--- src/rtl/countdown_pkg.sv ---
// ----------------------------------------------------------------------------
// countdown_pkg
//   Shared types and defaults for the countdown interval scheduler.
//   - sched_state_e : scheduler FSM state encoding
//   - cmd_t         : one queued interval request {halve, count}
//   - make_cmd      : packs the handshake fields into a cmd_t
// ----------------------------------------------------------------------------
package countdown_pkg;

    localparam int CW_DEFAULT    = 8;
    localparam int DEPTH_DEFAULT = 4;

    typedef enum logic [2:0] {
        IDLE  = 3'd0,
        LOAD  = 3'd1,
        HALVE = 3'd2,
        RUN   = 3'd3,
        PARK  = 3'd4
    } sched_state_e;

    // The queued count width is fixed by the counter this block drives.
    typedef struct packed {
        logic                  halve;
        logic [CW_DEFAULT-1:0] count;
    } cmd_t;

    function automatic cmd_t make_cmd(input logic halve, input logic [CW_DEFAULT-1:0] count);
        cmd_t c;
        c.halve = halve;
        c.count = count;
        return c;
    endfunction

endpackage

--- src/rtl/countdown_sched_if.sv ---
// ----------------------------------------------------------------------------
// countdown_sched_if
//   Command handshake between a host and the countdown scheduler.
//   cmd_valid : host offers a command
//   cmd_ready : scheduler accepts when valid & ready
//   cmd_count : preload value for the interval
//   cmd_halve : apply one divide_by_2 right after the load
//   master = host side, slave = scheduler side.
// ----------------------------------------------------------------------------
interface countdown_sched_if
    import countdown_pkg::*;
#(
    parameter int CW = CW_DEFAULT
);

    logic          cmd_valid;
    logic          cmd_ready;
    logic [CW-1:0] cmd_count;
    logic          cmd_halve;

    modport master (
        output cmd_valid,
        output cmd_count,
        output cmd_halve,
        input  cmd_ready
    );

    modport slave (
        input  cmd_valid,
        input  cmd_count,
        input  cmd_halve,
        output cmd_ready
    );

endinterface

--- src/rtl/cmd_fifo.sv ---
// ----------------------------------------------------------------------------
// cmd_fifo
//   Synchronous show-ahead FIFO of cmd_t entries.
//   clk, rst  : clock, synchronous active-high reset
//   i_push    : write i_wdata (ignored when full)
//   i_pop     : advance read pointer (ignored when empty)
//   i_flush   : empty the FIFO; wins over push and pop
//   o_rdata   : head entry, valid while !o_empty
//   o_full    : no free entry
//   o_empty   : no stored entry
// ----------------------------------------------------------------------------
module cmd_fifo
    import countdown_pkg::*;
#(
    parameter int DEPTH = DEPTH_DEFAULT
) (
    input  logic clk,
    input  logic rst,
    input  logic i_push,
    input  cmd_t i_wdata,
    input  logic i_pop,
    input  logic i_flush,
    output cmd_t o_rdata,
    output logic o_full,
    output logic o_empty
);

    localparam int AW = $clog2(DEPTH);

    // Pointers carry one extra wrap bit to tell full from empty.
    logic [AW:0] r_wptr;
    logic [AW:0] r_rptr;
    cmd_t        r_mem [DEPTH];

    logic w_push_ok;
    logic w_pop_ok;

    assign o_empty   = (r_wptr == r_rptr);
    assign o_full    = (r_wptr[AW] != r_rptr[AW]) &&
                       (r_wptr[AW-1:0] == r_rptr[AW-1:0]);
    assign w_push_ok = i_push && !o_full;
    assign w_pop_ok  = i_pop && !o_empty;
    assign o_rdata   = r_mem[r_rptr[AW-1:0]];

    always_ff @(posedge clk) begin
        if (rst || i_flush) begin
            r_wptr <= '0;
            r_rptr <= '0;
        end else begin
            if (w_push_ok) begin
                r_wptr <= r_wptr + (AW+1)'(1);
            end
            if (w_pop_ok) begin
                r_rptr <= r_rptr + (AW+1)'(1);
            end
        end
    end

    // Storage needs no reset; a write during flush is harmless because the
    // pointers are cleared in the same cycle.
    always_ff @(posedge clk) begin
        if (w_push_ok) begin
            r_mem[r_wptr[AW-1:0]] <= i_wdata;
        end
    end

endmodule

--- src/rtl/countdown_sched.sv ---
// ----------------------------------------------------------------------------
// countdown_sched
//   Command sequencer for an external 8-bit down counter. Queues interval
//   requests, loads the counter, optionally halves it once, waits for zero
//   and reports each completed interval. Intervals run back-to-back.
//
//   clk, rst        : clock, synchronous active-high reset
//   cmd_if (slave)  : cmd_valid/cmd_ready/cmd_count/cmd_halve handshake
//   i_abort         : flush queue, park counter at zero
//   i_ctr_zero      : counter zero flag
//   o_ctr_load      : counter load strobe
//   o_ctr_preload   : counter preload value (0 outside LOAD)
//   o_ctr_div2      : counter divide_by_2 strobe
//   o_done          : one-cycle pulse per completed interval
//   o_done_cnt      : completed-interval count, wraps
//   o_busy          : FSM not idle or queue non-empty
//
//   state | meaning
//   IDLE  | waiting for a queued command
//   LOAD  | load counter with cur.count
//   HALVE | one divide_by_2 on the freshly loaded value
//   RUN   | counting down, waiting for zero
//   PARK  | load counter with 0 after abort
// ----------------------------------------------------------------------------
module countdown_sched
    import countdown_pkg::*;
#(
    parameter int DEPTH = DEPTH_DEFAULT,
    parameter int CW    = CW_DEFAULT
) (
    input  logic                clk,
    input  logic                rst,
    countdown_sched_if.slave    cmd_if,
    input  logic                i_abort,
    input  logic                i_ctr_zero,
    output logic                o_ctr_load,
    output logic [CW-1:0]       o_ctr_preload,
    output logic                o_ctr_div2,
    output logic                o_done,
    output logic [7:0]          o_done_cnt,
    output logic                o_busy
);

    sched_state_e r_state;
    sched_state_e w_next;
    cmd_t         r_cur;
    logic         r_done;
    logic [7:0]   r_done_cnt;

    cmd_t w_wdata;
    cmd_t w_rdata;
    logic w_full;
    logic w_empty;
    logic w_push;
    logic w_pop;
    logic w_flush;
    logic w_done_set;

    // No bypass: a full queue refuses a push even while it is being popped.
    assign cmd_if.cmd_ready = !w_full && !i_abort;
    assign w_push           = cmd_if.cmd_valid && cmd_if.cmd_ready;
    assign w_wdata          = make_cmd(cmd_if.cmd_halve, cmd_if.cmd_count);

    cmd_fifo #(
        .DEPTH (DEPTH)
    ) u_fifo (
        .clk     (clk),
        .rst     (rst),
        .i_push  (w_push),
        .i_wdata (w_wdata),
        .i_pop   (w_pop),
        .i_flush (w_flush),
        .o_rdata (w_rdata),
        .o_full  (w_full),
        .o_empty (w_empty)
    );

    // State register, current command and completion bookkeeping.
    always_ff @(posedge clk) begin
        if (rst) begin
            r_state    <= IDLE;
            r_cur      <= '0;
            r_done     <= 1'b0;
            r_done_cnt <= 8'd0;
        end else begin
            r_state <= w_next;
            r_done  <= w_done_set;
            if (w_pop) begin
                r_cur <= w_rdata;
            end
            if (w_done_set) begin
                r_done_cnt <= r_done_cnt + 8'd1;
            end
        end
    end

    // Next-state logic. A zero seen in RUN completes the interval even if
    // abort arrives in the same cycle, so that done is never lost.
    always_comb begin
        w_next     = r_state;
        w_pop      = 1'b0;
        w_flush    = 1'b0;
        w_done_set = (r_state == RUN) && i_ctr_zero;
        if (i_abort) begin
            w_flush = 1'b1;
            w_next  = PARK;
        end else begin
            case (r_state)
                IDLE: begin
                    if (!w_empty) begin
                        w_pop  = 1'b1;
                        w_next = LOAD;
                    end
                end
                LOAD: begin
                    w_next = r_cur.halve ? HALVE : RUN;
                end
                HALVE: begin
                    w_next = RUN;
                end
                RUN: begin
                    if (i_ctr_zero) begin
                        if (!w_empty) begin
                            w_pop  = 1'b1;
                            w_next = LOAD;
                        end else begin
                            w_next = IDLE;
                        end
                    end
                end
                PARK: begin
                    w_next = IDLE;
                end
                default: begin
                    w_next = IDLE;
                end
            endcase
        end
    end

    // Outputs decoded from state and the current command.
    always_comb begin
        o_ctr_load    = 1'b0;
        o_ctr_preload = '0;
        o_ctr_div2    = 1'b0;
        case (r_state)
            LOAD: begin
                o_ctr_load    = 1'b1;
                o_ctr_preload = r_cur.count;
            end
            HALVE: begin
                o_ctr_div2 = 1'b1;
            end
            PARK: begin
                o_ctr_load = 1'b1;
            end
            default: begin
                o_ctr_load = 1'b0;
            end
        endcase
        o_busy = (r_state != IDLE) || !w_empty;
    end

    assign o_done     = r_done;
    assign o_done_cnt = r_done_cnt;

endmodule

--- src/flat_wrapper.sv ---
// flat-port wrapper written by rule: the top's interface ports become plain ports
module countdown_sched_flat import countdown_pkg::*;
#(
    parameter int DEPTH = DEPTH_DEFAULT,
    parameter int CW    = CW_DEFAULT
)
  (clk, rst, i_abort, i_ctr_zero, o_ctr_load, o_ctr_preload, o_ctr_div2, o_done, o_done_cnt, o_busy, cmd_if_cmd_valid, cmd_if_cmd_count, cmd_if_cmd_halve, cmd_if_cmd_ready);
  countdown_sched_if #(.CW(CW)) cmd_if_i ();
  input  logic clk;
  input  logic rst;
  input  logic i_abort;
  input  logic i_ctr_zero;
  output logic o_ctr_load;
  output logic [CW-1:0] o_ctr_preload;
  output logic o_ctr_div2;
  output logic o_done;
  output logic [7:0] o_done_cnt;
  output logic o_busy;
  input wire logic [$bits(cmd_if_i.cmd_valid)-1:0] cmd_if_cmd_valid;
  input wire logic [$bits(cmd_if_i.cmd_count)-1:0] cmd_if_cmd_count;
  input wire logic [$bits(cmd_if_i.cmd_halve)-1:0] cmd_if_cmd_halve;
  output wire logic [$bits(cmd_if_i.cmd_ready)-1:0] cmd_if_cmd_ready;
  assign cmd_if_i.cmd_valid = cmd_if_cmd_valid;
  assign cmd_if_i.cmd_count = cmd_if_cmd_count;
  assign cmd_if_i.cmd_halve = cmd_if_cmd_halve;
  assign cmd_if_cmd_ready = cmd_if_i.cmd_ready;
  countdown_sched #(.DEPTH(DEPTH), .CW(CW)) u_core (.clk(clk), .rst(rst), .cmd_if(cmd_if_i), .i_abort(i_abort), .i_ctr_zero(i_ctr_zero), .o_ctr_load(o_ctr_load), .o_ctr_preload(o_ctr_preload), .o_ctr_div2(o_ctr_div2), .o_done(o_done), .o_done_cnt(o_done_cnt), .o_busy(o_busy));
endmodule
--- config.mk ---
export PLATFORM = sky130hd
export DESIGN_NAME = countdown_sched_flat
export DESIGN_NICKNAME = d
export VERILOG_FILES = /design/src/rtl/countdown_pkg.sv /design/src/rtl/countdown_sched_if.sv /design/src/rtl/cmd_fifo.sv /design/src/rtl/countdown_sched.sv /design/src/flat_wrapper.sv
export SDC_FILE = /design/constraint.sdc
export NUM_CORES = 1
export LEC_CHECK = 0
export CAP_MARGIN = 5
export CORE_ASPECT_RATIO = 1.2
export CORE_MARGIN = 1.5
export CORE_UTILIZATION = 40
export DETAILED_ROUTE_END_ITERATION = 8
export PLACE_DENSITY = 0.61
export SLEW_MARGIN = 20
export SYNTH_ARGS = -nofsm -noshare
export SYNTH_HDL_FRONTEND = slang
export SYNTH_SLANG_ARGS = --single-unit
export TNS_END_PERCENT = 30
--- constraint.sdc ---
create_clock -name clk -period 2.6 [get_ports clk]
set_clock_uncertainty 0.05 [all_clocks]
set_input_delay 0.52 -clock clk [delete_from_list [all_inputs] [get_ports clk]]
set_output_delay 0.52 -clock clk [all_outputs]
set_load 0.03 [all_outputs]
* After elaboration in Yosys (flattened, before gate mapping)
Memories as Yosys holds them, arrays and structs flattened. A register that Yosys moved wholly into a read port is not among the register bits.
Index checks and enable logic that the tools add are counted.
** Cells by class
- $add $sub $neg :: 3
- $mul :: 0
- Divide/modulo/power cells :: 0
- $lt $le $gt $ge :: 0
- Equality and inequality tests :: 11
- Shift operators :: 0
- Mux-type cells :: 16
- Bitwise gates (word level) :: 0
- Reduce and logical (&&, ||, !) cells :: 17
** Operators by type and width (number)
- $pmux W3 S4 :: 1
- $mux W1 :: 10
- $mux W3 :: 3
- $add A8 B1 Y8 const B :: 1
- $mux W8 :: 1
- $add A3 B1 Y3 const B :: 2
- $eq A3 B2 Y1 const B :: 2
- $logic_and A1 B1 Y1 :: 6
- $ne A3 B3 Y1 const B :: 2
- $ne A2 B2 Y1 const B :: 2
- $reduce_and A2 Y1 :: 2
- $reduce_or A2 Y1 :: 2
- $eq A3 B1 Y1 const B :: 1
- $eq A3 B3 Y1 :: 1
- $eq A3 B3 Y1 const B :: 1
- $logic_not A1 Y1 :: 3
- $logic_not A3 Y1 :: 1
- $reduce_bool A3 Y1 :: 1
- $eq A2 B2 Y1 :: 1
- $logic_or A1 B1 Y1 :: 2
- $pmux W1 S2 :: 1
- $ne A1 B1 Y1 :: 1
** Word-level totals
- Register bits :: 18
- Latch bits :: 0
- Bits in writable memories :: 36
- ROM bits :: 0
- Input bits :: 14
- Output and inout bits :: 21
- Logic and storage cells :: 54
- Memories :: 1
** Memory list
- u_core.u_fifo.r_mem :: depth 4, bits a word 9, rd ports 1, clocked after memory_dff 1, wr ports 1, line cmd_fifo.sv:33 : cmd_t r_mem [DEPTH];

* Logic depth before layout (Yosys ltp)
- Word-level depth :: 8
- Depth in mapped cells :: 6
- Gate-level depth less buffers :: 5

* Modules after synthesis
From an unflattened synthesis, not the netlist that was laid out.
** Unflattened totals
- Cells, all modules :: 225
- Area, all modules :: 2907.8 um^2
** Modules (own cells, without submodules)
- cmd_fifo :: instances 1, cells an instance 115, area each 1869.3 um^2
- countdown_sched :: instances 1, cells an instance 110, area each 1038.5 um^2

* Least setup slack after synthesis
No wires, ideal clock.
- Path kind :: reg2reg
- Start point :: reg u_core.u_fifo.r_wptr[1]
- End point :: mem u_core.u_fifo.r_mem[0][0] in the netlist's numbering, enable pin
- Setup time :: 0.389 ns
- Arrival time :: 1.561 ns
- Required time :: 2.161 ns
- Setup slack :: 0.601 ns
- Stages on the path, launching flop included :: 4
- Clock period less this slack :: 1.999 ns
- Cell sequence :: dfxtp_1 > xor2_1 > o31ai_2 > nor3b_1
** On the way
- Cells in the longest elaborated chain, start to end :: 8
** Ends and longest elaborated chain
- start: declaration :: line cmd_fifo.sv:31 : logic [AW:0] r_wptr;
- start signal: assignment :: line cmd_fifo.sv:51 : r_wptr <= r_wptr + (AW+1)'(1);
- $eq A2 B2 Y1 :: line cmd_fifo.sv:40 : (r_wptr[AW-1:0] == r_rptr[AW-1:0]);
- $logic_and A1 B1 Y1 :: line cmd_fifo.sv:39 : assign o_full = (r_wptr[AW] != r_rptr[AW]) &&
- $logic_not A1 Y1 :: line cmd_fifo.sv:41, countdown_sched.sv:60
- $logic_and A1 B1 Y1 :: line countdown_sched.sv:60 : assign cmd_if.cmd_ready = !w_full && !i_abort;
- $logic_and A1 B1 Y1 :: line countdown_sched.sv:61 : assign w_push = cmd_if.cmd_valid && cmd_if.cmd_ready;
- $logic_and A1 B1 Y1 :: line cmd_fifo.sv:41 : assign w_push_ok = i_push && !o_full;
- $mux W1 :: line cmd_fifo.sv:62 : if (w_push_ok) begin
- $mux W1 (implied by the code) :: line cmd_fifo.sv:63 : r_mem[r_wptr[AW-1:0]] <= i_wdata;
- end: declaration :: line cmd_fifo.sv:33
Parallel ways exist; a longest one is shown, timed or not.

* Final worst setup path
- Start point :: reg u_core.u_fifo.r_wptr[1]
- End point :: out o_busy
** On the way
- Cells in the longest elaborated chain, start to end :: 3
** Ends and longest elaborated chain
- $eq A3 B3 Y1 :: line cmd_fifo.sv:38 : assign o_empty = (r_wptr == r_rptr);
- $logic_not A1 Y1
- $logic_or A1 B1 Y1 :: line countdown_sched.sv:161 : o_busy = (r_state != IDLE) || !w_empty;
- end: declaration :: line flat_wrapper.sv:18 : output logic o_busy;
Every way passes these cells.

==> flow_summary_export.csv <==
group,metric,value,unit
outcome,status,"finished, final reports clean",
floorplanning,die_area,7160,sq um
clock_network,numCtsBuffers,9,
drt,finalWirelength,4870,um
clock_network,cts.root.buffer_cell,"sky130_fd_sc_hd__clkbuf_8",
synth,synth_top_area_cell,"sky130_fd_sc_hd__edfxtp_1",
global_routing,antenna_found_initial,0,
timing,setup-violations-final,0,
clock_network,cts_hold_buf,0,
global_routing,overflow,0,
synth,post_synth_xor_area_fraction,0.0428,
synth,synth_warn,0,
floorplanning,initial_utilization,0.413,
placement,io_port_bufs,34,
timing,period_minus_slack,2.45,ns
min_path,hold_path_class,"flip-flop to flip-flop",
drt,routed-wl-met3,168,um
global_routing,grt_first_pass_wirelength,8250,um
synth,main_combinational_cell_family_by_area_after_synthesis,"simple AND/OR/NAND/NOR gates",
synth,synthesis.nets,229,
layout,nets,275,
clock_network,ctsLongestPathBuffers,2,
synth,post-synth-top-count-cell,"sky130_fd_sc_hd__edfxtp_1",
worst_setup_path,critical_path.max_fanout,6,
timing,max_slew_headroom,0.732,
clock_network,h-tree-depth,3,
synth,synth.avg_cell_area,12.7,sq um
global_routing,grt_pass1_vias,1698,
clock_network,cts.sink_count,63,
layout,layout-area-overhead-vs-synth,26.5,%
worst_setup_path,crit_path_dat,1.88,ns
worst_setup_path,crit_required,2.03,ns
clock_network,clk_pin_slew_worst_paths,0.07,ns
clock_network,worstSkewPairLatency,0.34,ns
timing,fin_worst_hold_slack,0.424,ns
synth,seq_area_frac_synth,0.609,
synth,muxShareOfSynthArea,0.0879,
drt,route.detailed.wl_per_inst,14.1,um
drt,met2RoutedLength,2380,um
synth,synth_cells,209,
global_routing,grt_max_degree,20,
floorplanning,die-height,92.4,um
worst_setup_path,setup.worst_path.class,"flip-flop to primary output",
synth,synth-simple-area-share,0.132,
timing,final-max-slew-violation-count,0,
timing,unrepaired_setup_endpoints_after_global_routing,"no",
layout,ant_cells,0,
clock_network,cts_tree,"built",
drt,remaining_number_of_nets_flagged_by_the_antenna_check_after_routing,0,
synth,synth_compound_area_frac,0.0700,
synth,synth_cell_type_count,36,
drt,top_layer_used,"met4",
run,max_cap_violations,0,
placement,weighted_congestion_at_the_end_of_routability_driven_global_placement,0.717,
floorplanning,die_w,77.5,um
synth,yosys.area_share.adder,0.0282,
clock_network,post_cts.repair.setup_buffers,0,
layout,drive_above_1_share,0.169,
timing,worst_max_slew_pin_slew,0.396,ns
synth,ys_ff_latch,63,
drt,detailedRoute.firstPassIterationCount,5,
synth,synth_top_flop_cell,"sky130_fd_sc_hd__edfxtp_1",
placement,dp.final_hpwl,3310,um
synth,post_synth_main_area_contributors,"sky130_fd_sc_hd__edfxtp_1, sky130_fd_sc_hd__dfxtp_1, sky130_fd_sc_hd__mux4_2, sky130_fd_sc_hd__xnor2_1, sky130_fd_sc_hd__ha_1",
synth,async_reset_ff_frac,0,
timing,finalSetupTns,0,ns
global_routing,track_usage,0.152,
worst_setup_path,critPathCaptureType,"primary output",
pwr,power_leakage,0.00129,uW
clock_network,cts_repair_resize_count,1,
synth,synth_edf_count,36,
pwr,overall_power,2040,uW
floorplanning,boundaryPins,35,
synth,syn-cell-area,2660,sq um
worst_setup_path,element_type_at_the_critical_path_start,"flip-flop",
pwr,p_per_area,606,nW/um^2
timing,max_freq,0.409,GHz
drt,drt_iter0_drc,109,
floorplanning,core_rows,32,
timing,timing.final.hold_violations,0,
timing,final_min_period_over_clock_period,0.941,
drt,dr_total_vias,1719,
drt,drcViolationCount,0,
pwr,vdd_ir_drop_max,400,uV
synth,synth.top_cells.by_count,"sky130_fd_sc_hd__edfxtp_1, sky130_fd_sc_hd__dfxtp_1, sky130_fd_sc_hd__nor2_1, sky130_fd_sc_hd__nand3_1, sky130_fd_sc_hd__o21ai_0",
synth,synth_top_cell_area_share,0.406,
drt,met1_length,2240,um
floorplanning,placeableCoreArea,6450,sq um
drt,route.detailed.vias_per_inst,4.98,
[kinds of logic (layout without fill, tap and decap cells)]
group,count (synthesis),after routing
multiplexers,12,12
adder cells (fa/ha/maj),6,6
AND/OR/NAND/NOR,65,65
AO/OA/AOI/OAI,32,32
XOR/XNOR,13,13
buffers and inverters,18,69
flip-flops,63,63
[worst max-delay path, cell delays in order, from the launching register on]
cell and delay, ns:
sky130_fd_sc_hd__dfxtp_1 0.45, sky130_fd_sc_hd__xnor2_1 0.17, sky130_fd_sc_hd__nand3_1 0.13, sky130_fd_sc_hd__or4_1 0.41, sky130_fd_sc_hd__dlygate4sd2_1 0.37
[layout by cell type, fill, tap and decap left out, types with 2 or more instances in the layout]
| cell type | synthesis | layout |
|---|---|---|
| sky130_fd_sc_hd__a21oi_1 | 13 | 13 |
| sky130_fd_sc_hd__and2_1 | 11 | 11 |
| sky130_fd_sc_hd__buf_4 | 0 | 13 |
| sky130_fd_sc_hd__clkbuf_8 | 0 | 9 |
| sky130_fd_sc_hd__clkdlybuf4s50_1 | 0 | 24 |
| sky130_fd_sc_hd__clkinv_2 | 0 | 2 |
| sky130_fd_sc_hd__clkinv_4 | 0 | 3 |
| sky130_fd_sc_hd__dfxtp_1 | 27 | 27 |
| sky130_fd_sc_hd__dlymetal6s2s_1 | 0 | 9 |
| sky130_fd_sc_hd__edfxtp_1 | 36 | 36 |
| sky130_fd_sc_hd__ha_1 | 6 | 6 |
| sky130_fd_sc_hd__inv_1 | 6 | 6 |
| sky130_fd_sc_hd__mux2i_1 | 2 | 2 |
| sky130_fd_sc_hd__mux4_2 | 9 | 9 |
| sky130_fd_sc_hd__nand2_1 | 4 | 4 |
| sky130_fd_sc_hd__nand3_1 | 15 | 15 |
| sky130_fd_sc_hd__nor2_1 | 16 | 16 |
| sky130_fd_sc_hd__nor3_1 | 4 | 4 |
| sky130_fd_sc_hd__nor3b_1 | 3 | 3 |
| sky130_fd_sc_hd__o21ai_0 | 14 | 14 |
| sky130_fd_sc_hd__or3_1 | 3 | 3 |
| sky130_fd_sc_hd__xnor2_1 | 9 | 9 |
| sky130_fd_sc_hd__xor2_1 | 4 | 4 |
[area by class of cell]
class / instances / area [sq um]
flip-flops and latches: 63 / 1620
repair buffers: 47 / 459
inverters: 6 / 22.5
well taps: 85 / 106
clock buffers: 9 / 124
clock inverters: 7 / 73.8
multi-input cells: 128 / 960
fillers: 578 / 3080
[power by group]
part | switching (uW) | internal, uW | total [uW]
Sequential | 9.00 | 1070 | 1080
Clock | 392 | 443 | 836
Combinational | 68.0 | 57.4 | 125
Total | 469 | 1570 | 2040
[final timing paths]
| path | start | end | slack [ns] | cells past startpoint |
|---|---|---|---|---|
| worst max-delay path | u_core.u_fifo.r_wptr[1] | o_busy | 0.15 | 4 |
| worst min-delay path | u_core.r_cur[6] | u_core.r_cur[6] | 0.42 | 2 |
| worst max register to register | u_core.u_fifo.r_wptr[1] | u_core.u_fifo.r_mem[3][5] | 0.76 | 5 |
| worst min register to register | u_core.r_cur[6] | u_core.r_cur[6] | 0.42 | 2 |
[metal layers]
layer  vias up  track usage
li1        856            -
met1       813        0.191
met2        41        0.246
met3         9       0.0335
met4         0       0.0788
met5         -            0
[state kept, by name, indices dropped and copies added (netlist names)]
name	count
u_core.o_done	1
u_core.o_done_cnt	8
u_core.r_cur	9
u_core.r_state	3
u_core.u_fifo.r_mem	36
u_core.u_fifo.r_rptr	3
u_core.u_fifo.r_wptr	3
[through the flow]
| stage | instances | setup slack [ns] | util | area [sq um] |
|---|---|---|---|---|
| after floorplan | 209 | 0.601 | - | 2660 |
| after global placement | 329 | 0.314 | 0.488 | 3150 |
| after detailed placement | 329 | 0.263 | 0.488 | 3150 |
| after CTS | 345 | 0.000711 | 0.519 | 3340 |
| after global routing | 345 | 0.0230 | 0.522 | 3370 |
| final | 345 | 0.154 | 0.522 | 3370 |
Note: power is estimated with default switching activity, not from simulation.
